--- src/rtl/udp_pkg.sv ---
// Shared definitions for the UDP transmit scheduler.
//   state_e        : scheduler FSM states
//   *_HDR_BYTES    : header sizes used to derive the UDP/IP length fields
//   SRC_*          : source indices (radar stream, status/command path)
//   udp_len/ip_len : length field helpers from a payload word count
package udp_pkg;

    typedef enum logic [2:0] {
        StIdle,
        StArb,
        StLoad,
        StStart,
        StBusy,
        StGap
    } state_e;

    localparam int unsigned UDP_HDR_BYTES = 8;
    localparam int unsigned IP_HDR_BYTES  = 20;

    localparam int unsigned SRC_RADAR  = 0;
    localparam int unsigned SRC_STATUS = 1;

    // UDP length in bytes for a payload of 'words' 32-bit words.
    function automatic logic [15:0] udp_len(input logic [15:0] words);
        return 16'(UDP_HDR_BYTES) + (words << 2);
    endfunction

    // IP total length in bytes for a payload of 'words' 32-bit words.
    function automatic logic [15:0] ip_len(input logic [15:0] words);
        return udp_len(words) + 16'(IP_HDR_BYTES);
    endfunction

endpackage

--- src/rtl/rr_arb2.sv ---
// Two-requester round-robin arbiter.
//   clk, rst_n  : clock, asynchronous active-low reset
//   req_i[1:0]  : request levels
//   upd_i       : record a completed service this cycle
//   upd_idx_i   : index of the source that was just served
//   gnt_o[1:0]  : one-hot grant (combinational), zero when nothing requests
// The last-served pointer resets to 1 so source 0 wins the first tie.
module rr_arb2 (
    input  logic       clk,
    input  logic       rst_n,
    input  logic [1:0] req_i,
    input  logic       upd_i,
    input  logic       upd_idx_i,
    output logic [1:0] gnt_o
);

    logic last_q, last_d;

    always_comb begin
        last_d = last_q;
        if (upd_i) begin
            last_d = upd_idx_i;
        end
    end

    always_ff @(posedge clk or negedge rst_n) begin
        if (!rst_n) begin
            last_q <= 1'b1;
        end else begin
            last_q <= last_d;
        end
    end

    // On a tie the source not served last wins; otherwise the lone requester.
    always_comb begin
        gnt_o = req_i;
        if (req_i == 2'b11) begin
            gnt_o = last_q ? 2'b01 : 2'b10;
        end
    end

endmodule

--- src/rtl/udp_tx_scheduler.sv ---
// Shares the GMII UDP frame transmitter between the radar stream (source 0)
// and the status/command path (source 1): round-robin grant, length field
// derivation, start strobe, word-request steering, end-of-frame detection
// and inter-frame gap.
//
// Optional build macro UDP_TX_SCHED_TIMEOUT_EN compiles in the START timeout
// and the BUSY watchdog; without it START waits for txen indefinitely.
//
// Ports:
//   clk, rst_n                    : clock (rising edge), async active-low reset
//   src_req_i[1:0]                : per-source request level
//   src_words0_i, src_words1_i    : payload length in 32-bit words
//   src_data0_i, src_data1_i      : show-ahead head word of each source FIFO
//   src_rd_o[1:0]                 : per-source FIFO read strobe
//   src_done_o, src_rej_o [1:0]   : one-cycle completion / rejection pulses
//   tx_start_o                    : start strobe to the transmitter
//   tx_data_length_o              : UDP length in bytes
//   tx_total_length_o             : IP total length in bytes
//   data_req_i                    : word request from the transmitter
//   datain_o                      : word to the transmitter
//   txen_i                        : transmitter GMII enable
//   grant_o[1:0]                  : one-hot owner, zero when idle
//   busy_o                        : high outside IDLE
//   err_o                         : sticky error flag
//   frame_cnt_o                   : completed frame count (wraps)
module udp_tx_scheduler
    import udp_pkg::*;
#(
    parameter int unsigned MAX_WORDS     = 256,
    parameter int unsigned IFG_CYCLES    = 16,
    parameter int unsigned START_TIMEOUT = 64
) (
    input  logic        clk,
    input  logic        rst_n,
    input  logic [1:0]  src_req_i,
    input  logic [15:0] src_words0_i,
    input  logic [15:0] src_words1_i,
    input  logic [31:0] src_data0_i,
    input  logic [31:0] src_data1_i,
    output logic [1:0]  src_rd_o,
    output logic [1:0]  src_done_o,
    output logic [1:0]  src_rej_o,
    output logic        tx_start_o,
    output logic [15:0] tx_data_length_o,
    output logic [15:0] tx_total_length_o,
    input  logic        data_req_i,
    output logic [31:0] datain_o,
    input  logic        txen_i,
    output logic [1:0]  grant_o,
    output logic        busy_o,
    output logic        err_o,
    output logic [15:0] frame_cnt_o
);

    // One shared interval timer, sized for the longest interval it may time.
    localparam int unsigned WdMax   = 16 * (MAX_WORDS + 30);
    localparam int unsigned TmrMax0 = (WdMax > START_TIMEOUT) ? WdMax : START_TIMEOUT;
    localparam int unsigned TmrMax  = (TmrMax0 > IFG_CYCLES) ? TmrMax0 : IFG_CYCLES;
    localparam int unsigned TmrW    = $clog2(TmrMax + 1);

    localparam logic [15:0]     MaxWords = 16'(MAX_WORDS);
    localparam logic [TmrW-1:0] IfgLast  = TmrW'(IFG_CYCLES - 1);

    state_e state_q, state_d;
    logic [1:0]      grant_q, grant_d;
    logic [15:0]     words_q, words_d;
    logic [15:0]     wcnt_q, wcnt_d;
    logic [15:0]     udp_len_q, udp_len_d;
    logic [15:0]     ip_len_q, ip_len_d;
    logic [1:0]      done_q, done_d;
    logic [1:0]      rej_q, rej_d;
    logic            err_q, err_d;
    logic [15:0]     frame_cnt_q, frame_cnt_d;
    logic [TmrW-1:0] tmr_q, tmr_d;
    logic            txen_q;

    logic [1:0]  arb_gnt;
    logic        arb_upd;
    logic [15:0] sel_words;
    logic [31:0] sel_data;

    rr_arb2 u_arb (
        .clk       (clk),
        .rst_n     (rst_n),
        .req_i     (src_req_i),
        .upd_i     (arb_upd),
        .upd_idx_i (grant_q[SRC_STATUS]),
        .gnt_o     (arb_gnt)
    );

    assign sel_words = grant_q[SRC_STATUS] ? src_words1_i : src_words0_i;
    assign sel_data  = grant_q[SRC_STATUS] ? src_data1_i : src_data0_i;

`ifdef UDP_TX_SCHED_TIMEOUT_EN
    localparam logic [TmrW-1:0] StartLast = TmrW'(START_TIMEOUT - 1);
    logic [TmrW-1:0] wd_lim;
    assign wd_lim = TmrW'((32'(words_q) + 32'd30) << 4);
`endif

    always_comb begin
        state_d     = state_q;
        grant_d     = grant_q;
        words_d     = words_q;
        wcnt_d      = wcnt_q;
        udp_len_d   = udp_len_q;
        ip_len_d    = ip_len_q;
        done_d      = 2'b00;
        rej_d       = 2'b00;
        err_d       = err_q;
        frame_cnt_d = frame_cnt_q;
        arb_upd     = 1'b0;
        src_rd_o    = 2'b00;
        datain_o    = 32'd0;

        unique case (state_q)
            StIdle: begin
                if (|src_req_i) begin
                    state_d = StArb;
                end
            end
            StArb: begin
                grant_d = arb_gnt;
                state_d = (|arb_gnt) ? StLoad : StIdle;
            end
            StLoad: begin
                // Rejection leaves the last-served pointer untouched.
                if (sel_words == 16'd0 || sel_words > MaxWords) begin
                    rej_d   = grant_q;
                    grant_d = 2'b00;
                    state_d = StIdle;
                end else begin
                    words_d   = sel_words;
                    udp_len_d = udp_len(sel_words);
                    ip_len_d  = ip_len(sel_words);
                    wcnt_d    = 16'd0;
                    state_d   = StStart;
                end
            end
            StStart: begin
                if (txen_i) begin
                    state_d = StBusy;
`ifdef UDP_TX_SCHED_TIMEOUT_EN
                end else if (tmr_q == StartLast) begin
                    err_d   = 1'b1;
                    rej_d   = grant_q;
                    state_d = StGap;
`endif
                end
            end
            StBusy: begin
                if (data_req_i) begin
                    // Requests beyond the announced length are starved and flagged.
                    if (wcnt_q < words_q) begin
                        src_rd_o = grant_q;
                        datain_o = sel_data;
                        wcnt_d   = wcnt_q + 16'd1;
                    end else begin
                        err_d = 1'b1;
                    end
                end
                if (txen_q && !txen_i) begin
                    done_d      = grant_q;
                    frame_cnt_d = frame_cnt_q + 16'd1;
                    arb_upd     = 1'b1;
                    state_d     = StGap;
`ifdef UDP_TX_SCHED_TIMEOUT_EN
                end else if (tmr_q >= wd_lim) begin
                    err_d   = 1'b1;
                    rej_d   = grant_q;
                    state_d = StGap;
`endif
                end
            end
            StGap: begin
                if (tmr_q == IfgLast) begin
                    grant_d = 2'b00;
                    state_d = StIdle;
                end
            end
            default: begin
                state_d = StIdle;
            end
        endcase
    end

    // Timer restarts on every state change, so each state times from entry.
    assign tmr_d = (state_d != state_q) ? '0 : tmr_q + TmrW'(1);

    always_ff @(posedge clk or negedge rst_n) begin
        if (!rst_n) begin
            state_q     <= StIdle;
            grant_q     <= 2'b00;
            words_q     <= 16'd0;
            wcnt_q      <= 16'd0;
            udp_len_q   <= 16'd0;
            ip_len_q    <= 16'd0;
            done_q      <= 2'b00;
            rej_q       <= 2'b00;
            err_q       <= 1'b0;
            frame_cnt_q <= 16'd0;
            tmr_q       <= '0;
            txen_q      <= 1'b0;
        end else begin
            state_q     <= state_d;
            grant_q     <= grant_d;
            words_q     <= words_d;
            wcnt_q      <= wcnt_d;
            udp_len_q   <= udp_len_d;
            ip_len_q    <= ip_len_d;
            done_q      <= done_d;
            rej_q       <= rej_d;
            err_q       <= err_d;
            frame_cnt_q <= frame_cnt_d;
            tmr_q       <= tmr_d;
            txen_q      <= txen_i;
        end
    end

    assign tx_start_o        = (state_q == StStart);
    assign busy_o            = (state_q != StIdle);
    assign grant_o           = grant_q;
    assign src_done_o        = done_q;
    assign src_rej_o         = rej_q;
    assign err_o             = err_q;
    assign frame_cnt_o       = frame_cnt_q;
    assign tx_data_length_o  = udp_len_q;
    assign tx_total_length_o = ip_len_q;

endmodule

--- config.mk ---
export PLATFORM = sky130hd
export DESIGN_NAME = udp_tx_scheduler
export DESIGN_NICKNAME = d
export VERILOG_FILES = /design/src/rtl/udp_pkg.sv /design/src/rtl/rr_arb2.sv /design/src/rtl/udp_tx_scheduler.sv
export SDC_FILE = /design/constraint.sdc
export NUM_CORES = 1
export LEC_CHECK = 0
export CAP_MARGIN = 20
export CORE_MARGIN = 1
export CORE_UTILIZATION = 50
export DETAILED_ROUTE_END_ITERATION = 10
export PLACE_DENSITY_LB_ADDON = 0.12
export SLEW_MARGIN = 20
export SYNTH_ARGS = -nofsm -noshare
export SYNTH_HDL_FRONTEND = slang
export SYNTH_SLANG_ARGS = --single-unit
--- constraint.sdc ---
create_clock -name clk -period 8 [get_ports clk]
set_clock_uncertainty 0.2 [all_clocks]
set_input_delay 2.4 -clock clk [delete_from_list [all_inputs] [get_ports clk]]
set_output_delay 2.4 -clock clk [all_outputs]
set_load 0.02 [all_outputs]
==> results of run 1 <==
-- how the worst max path moves through the flow --
stage               startpoint            to  slack (ps)  depth (start not counted)
floorplan           data_req_i  datain_o[10]        1540                          8
global placement    data_req_i   datain_o[0]         520                          7
detailed placement  data_req_i  datain_o[22]         340                          7
CTS                 data_req_i  datain_o[22]         340                          7
global route        data_req_i  datain_o[22]         180                          7
finish              data_req_i  datain_o[22]         340                          7
-- routing by layer --
metal	wire length, um	global-route usage [%]	vias up	share of wire, %
met2	7280	41.9	140	49
met1	6520	35.1	2377	44
met3	893	7.20	22	6.0
met5	0	0	-	0
li1	-	-	2390	-
met4	248	8.90	0	1.7
-- area by class of cell --
cell class                 instances  share of cell area, %
multi-input combinational        435                   36.8
sequential                       100                   32.4
timing repair buffer             193                   24.8
tap                              140                   2.26
clock buffer                       9                   1.60
inverter                          27                   1.31
clock inverter                     7                  0.873
-- worst reg2reg max path: cells and delay by family (launching register included) --
family / cells / cell delay (ps)
AND/OR/NAND/NOR: 2 / 1080
adder cells (fa/ha/maj): 1 / 310
buffers and inverters: 1 / 450
AO/OA/AOI/OAI: 4 / 1050
flip-flops: 1 / 430
-- power groups by stage --
stage          Clock (mW)  Combinational, mW  Sequential, mW
2_1_floorplan           0              0.354           0.618
3_3_place_gp            0              0.527           0.633
3_5_place_dp            0              0.537           0.637
4_1_cts             0.324              0.541           0.628
5_1_grt             0.346              0.597           0.639
6_report            0.317              0.545           0.629
-- state kept, by name, indices dropped and copies added, names as in the netlist, 2 cells and up --
signal and cells:
src_done_o 2, src_rej_o 2, tmr_q 13, tx_total_length_o 14
words_q 16, grant_o 2, tx_data_length_o 13, wcnt_q 16
frame_cnt_o 16, state_q 3
-- per-stage QoR --
step	util [%]	setup slack (ps)
after CTS	71.0	341
after global placement	69.3	520
after global routing	71.1	176
final	71.1	343
after floorplan	-	1540
after detailed placement	69.3	336
-- Yosys cell counts (3+ instances only) --
master,number
a21o_1,7
a21oi_1,20
and2_1,17
and3_1,18
buf_1,4
buf_2,12
buf_4,6
clkbuf_1,8
dfrtp_1,99
ha_1,22
inv_1,27
mux2_2,9
mux2i_1,38
nand2_1,58
nand2b_1,5
nand3_1,24
nand3b_1,3
nand4_1,10
nor2_1,68
nor2b_1,4
nor3_1,5
nor4_1,6
nor4b_1,4
o21ai_0,22
o31ai_1,7
or3_1,7
or4_1,7
xnor2_1,24
xor2_1,15
-- cells by family after synthesis --
kind of cell | share of synthesized area (%)
and+or+nand+nor | 22.3
other | 0.0670
muxes | 8.60
DFF | 44.7
AOI/OAI and AO/OA | 8.65
buffers and inverters | 4.69
xor gates and xnor gates | 6.10
adders and majority gates | 4.92
==> metrics.md, run 1 <==
| Metric | Value |
|---|---|
| Reg-to-Reg End | wcnt_q[7] |
| GRT overflow | 0 |
| Root buffer cell | clkbuf_8 |
| H-tree depth | 3 |
| Maxcap violations | 0 |
| Setup Buffers After CTS | 0 |
| Setup TNS | 0 ps |
| Synth cell types | 57 |
| Synth Instances | 590 |
| Die width | 108 um |
| Path category of the worst min-delay check | reg2reg |
| R2R cell count | 8 |
| Die area | 11,600 um^2 |
| Synthesis Warnings | 0 |
| DRT Pass-1 Iters | 5 |
| I/O pin count | 193 |
| Final min period | 7660 ps |
| 1st-iter DRT viols | 228 |
| Crit path buf inv count | 2 |
| Routed Antenna Nets | 0 |
| Placed inst area | 7540 um^2 |
| Routed Wire Length | 14,900 um |
| Syn_area_per_cell | 9.49 um^2 |
| Synth Register Bits | 100 |
| EDFF count, synth | 0 |
| Most common cell after layout, fill and taps aside | clkdlybuf4s50_1 |
| CP required | 5400 ps |
| Most used cell, CP | clkdlybuf4s50_1 |
| Sequential cell area | 2500 um^2 |
| Clk slew on worst S/H paths | 100 ps |
| Initial Utilization | 51.4% |
| Fin Hold WS | 286 ps |
| Final Instance Area | 7740 um^2 |
| Worst Path Arrival | 5060 ps |
| Fin crit share | 95.7% |
| RR Startpoint | wcnt_q[9] |
| Port bufs | 188 |
| Hold Startpoint | tx_data_length_o[6] |
| Max incr delay on CP | 660 ps |
| Top cells by area, synth | dfrtp_1 (44%), mux2i_1 (6.8%), ha_1 (4.9%), nor2_1 (4.6%), nand2_1 (3.9%) |
| CP delay by family, top | simple AND/OR/NAND/NOR gates |
| TritonCTS Sinks | 100 |
| Post-DP HPWL | 11,500 um |
| Hold EP | tx_data_length_o[6] |
| Power share of the clock group | 21.3% |
| Fin cells | 911 |
| Clock Tree Buf Depth | 2 |
| Die H | 108 um |
| Cell-internal power | 936 uW |
| Outcome | completed |
| Post-CTS sizing | 0 |
| Power Total | 1.49 mW |
| TritonCTS buffer count | 9 |
| Sequential Power Share | 42.2% |
| Worst VDD drop | 0.000223 V |
| Most frequent cells in the layout | clkdlybuf4s50_1 (187), dfrtp_1 (98), nor2_1 (68), nand2_1 (58), mux2i_1 (37) |
| Filler cell count | 881 |
| Post-CTS Hold Fix Bufs | 0 |
| Layout cell share with drive strength beyond 1 | 4.93% |
| Inserted Diodes | 0 |
| Kind of end point of the critical path | output pin |
| Via count | 4,929 |
| Gate power share | 36.5% |
| Crit path kind | in2out |
| Total track usage | 26.5% |
| Final net count | 890 |
| Area fraction of the dominant cell type after synthesis | 44.2% |
| Initial antenna violation count | 0 |
| Avg Vias per Cell | 5.41 |
| Skew-Pair Late Insertion Delay | 380 ps |
| Hold depth | 2 |
| Least-Margin Pin Slew | 800 ps |
| Hold Vio Cnt, Final | 0 |
| PD cells | 193 nW/um^2 |
| RSZ-0062 raised after global routing | false |
| Detailed-route wire length per cell | 16.4 um |
| Fmax | 0.131 GHz |
| Switch share | 37.2% |
| Cell taking the most area after synthesis | dfrtp_1 |
| Multi-input gate area | 2850 um^2 |
| CTS tree | yes |
| CP max-delay cell | clkdlybuf4s50_1 |
| First-pass GRT wire length | 23,800 um |
| Seq/Total Area, Yosys | 44.7% |
| Synth Flop Type | dfrtp_1 |
| Slew headroom | 46.4% |
| Placed insts | 895 |
| Area Overhead vs Synth | 38.2% |
| Worst setup SP type | input port |
| R2r setup slk | 4400 ps |
| Floorplan Core Area | 10,900 um^2 |
| FFs w/ async S/R, synth | 100% |
| Post-synthesis cell area | 5600 um^2 |
| Critical-path cell list | clkdlybuf4s50_1 -> and4bb_1 -> nand2b_1 -> a221oi_2 -> nand3_2 -> nor2_1 -> clkdlybuf4s50_1 |
| DRC violations left | 0 |
| Setup Viol. Count Final | 0 |
| Leakage | 3.44 nW |
| Placer congestion estimate | 0.900 |
| Largest net degree at the start of global routing | 65 |
| Cell Rows | 38 |
| Net Sw Power | 554 uW |
| Vias in the first global route | 4,767 |
| Slew Limit Fails | 0 |
| Critical Path Fanout Max | 36 |
Note: power is estimated with default switching activity, not from simulation.
==> inputs of run 2 (changes only) <==
- CORE_ASPECT_RATIO: unset -> 0.6
- CORE_UTILIZATION: 50 -> 35
- PLACE_DENSITY_LB_ADDON: 0.12 -> 0.2
==> metrics.md, run 2 (synthesis results as in run 1) <==
| Metric | Value |
|---|---|
| Outcome | finished with violations |
| Failing checks | design-rule violations |
| GRT overflow | 0 |
| Hold Vio Cnt, Final | 0 |
| Critical-path cell list | clkdlybuf4s50_1 -> and4bb_1 -> nand2b_1 -> a221oi_2 -> nand3_2 -> nor2_1 -> clkdlybuf4s50_1 |
| Detailed-route wire length per cell | 15.6 um |
| Die width | 165 um |
| Leakage | 3.50 nW |
| Final net count | 891 |
| Largest net degree at the start of global routing | 62 |
| Fmax | 0.130 GHz |
| Most used cell, CP | clkdlybuf4s50_1 |
| Avg Vias per Cell | 5.03 |
| Worst VDD drop | 0.000115 V |
| PD cells | 206 nW/um^2 |
| Most common cell after layout, fill and taps aside | clkdlybuf4s50_1 |
| Cell Rows | 35 |
| Kind of end point of the critical path | output pin |
| Crit path kind | in2out |
| Placer congestion estimate | 0.869 |
| Maxcap violations | 0 |
| Slew Limit Fails | 0 |
| Clock Tree Buf Depth | 2 |
| Die H | 100 um |
| Via count | 4,906 |
| Total track usage | 18.9% |
| Path category of the worst min-delay check | reg2reg |
| RSZ-0062 raised after global routing | false |
| Area Overhead vs Synth | 42.0% |
| Inserted Diodes | 0 |
| CP required | 5400 ps |
| Skew-Pair Late Insertion Delay | 350 ps |
| Initial Utilization | 36.1% |
| Max incr delay on CP | 640 ps |
| 1st-iter DRT viols | 212 |
| Slew headroom | 49.6% |
| Final Instance Area | 7950 um^2 |
| Root buffer cell | clkbuf_16 |
| Routed Wire Length | 15,200 um |
| Fin crit share | 96.2% |
| Layout cell share with drive strength beyond 1 | 5.05% |
| Filler cell count | 1,438 |
| H-tree depth | 3 |
| Routed Antenna Nets | 0 |
| Floorplan Core Area | 15,500 um^2 |
| Final min period | 7700 ps |
| TritonCTS Sinks | 100 |
| Critical Path Fanout Max | 34 |
| First-pass GRT wire length | 24,200 um |
| DRC violations left | 4 |
| Initial antenna violation count | 0 |
| Clk slew on worst S/H paths | 70 ps |
| CTS tree | yes |
| I/O pin count | 193 |
| Post-CTS sizing | 0 |
| DRT Pass-1 Iters | 7 |
| Most frequent cells in the layout | clkdlybuf4s50_1 (187), dfrtp_1 (98), nor2_1 (68), nand2_1 (58), mux2i_1 (37) |
| Setup Viol. Count Final | 0 |
| TritonCTS buffer count | 9 |
| Least-Margin Pin Slew | 757 ps |
| Post-DP HPWL | 11,600 um |
| Setup TNS | 0 ps |
| Worst Path Arrival | 5100 ps |
| Post-CTS Hold Fix Bufs | 0 |
| Setup Buffers After CTS | 0 |
| Vias in the first global route | 4,677 |
| Worst setup SP type | input port |
| R2r setup slk | 4410 ps |
| CP max-delay cell | clkdlybuf4s50_1 |
| Placed inst area | 7630 um^2 |
| Die area | 16,500 um^2 |
| Port bufs | 188 |
run 2: changes by cell type in the layout (fill, tap and decap cells not counted):
cell / delta
clkinv_2: -1
bufinv_16: +1
clkbuf_8: -9
buf_4: +1
clkbuf_16: +9
inv_6: -1
clkinv_4: +1
run 2: worst paths after layout:
kind                            startpoint              endpoint  depth (start not counted)
min                        frame_cnt_o[15]       frame_cnt_o[15]                          1
max in group asynchronous            rst_n            grant_o[1]                          2
max reg2reg                     grant_o[1]             wcnt_q[1]                          9
max                             data_req_i          datain_o[27]                          7
min reg2reg                frame_cnt_o[15]       frame_cnt_o[15]                          1
min in group asynchronous            rst_n  tx_data_length_o[11]                          1
run 2: area by class of cell:
| class | instances | area [um^2] | area share (%) |
|---|---|---|---|
| Multi-Input combinational cell | 435 | 2850 | 35.8 |
| Sequential cell | 100 | 2500 | 31.5 |
| Timing Repair Buffer | 194 | 1920 | 24.2 |
| Tap cell | 203 | 254 | 3.19 |
| Clock buffer | 9 | 225 | 2.83 |
| Inverter | 27 | 101 | 1.27 |
| Clock inverter | 7 | 92.6 | 1.16 |
run 2: layer usage:
metal,wire length [um],vias up,share of wire [%],track usage [%]
met5,0,-,0,0
met4,101,0,0.67,3.81
met3,618,12,4.1,4.13
met2,6880,127,45,27.8
met1,7570,2372,50,28.2
li1,-,2395,-,-
run 2: critical path: cells and delay by family:
| family | cells | cell delay [ps] |
|---|---|---|
| AND/OR/NAND/NOR | 4 | 1360 |
| AO/OA/AOI/OAI | 1 | 240 |
| buffers and inverters | 2 | 1090 |
run 2: power by group:
group | leakage, nW | total, mW | internal, mW | switching (mW)
Combinational | 2.04 | 0.544 | 0.263 | 0.281
Clock | 0.155 | 0.462 | 0.251 | 0.211
Sequential | 1.31 | 0.631 | 0.553 | 0.0780
Total | 3.50 | 1.64 | 1.07 | 0.570
run 2: per-stage QoR:
stage	total power [mW]	utilization [%]	hold slack (ps)	cells	setup slack, ps
finish	1.64	51.3	268	975	304
global route	1.73	51.3	303	975	64.9
CTS	1.65	51.3	277	975	301
detailed placement	1.18	49.2	262	959	298
floorplan	0.972	-	248	593	1540
global placement	1.17	49.2	248	959	398
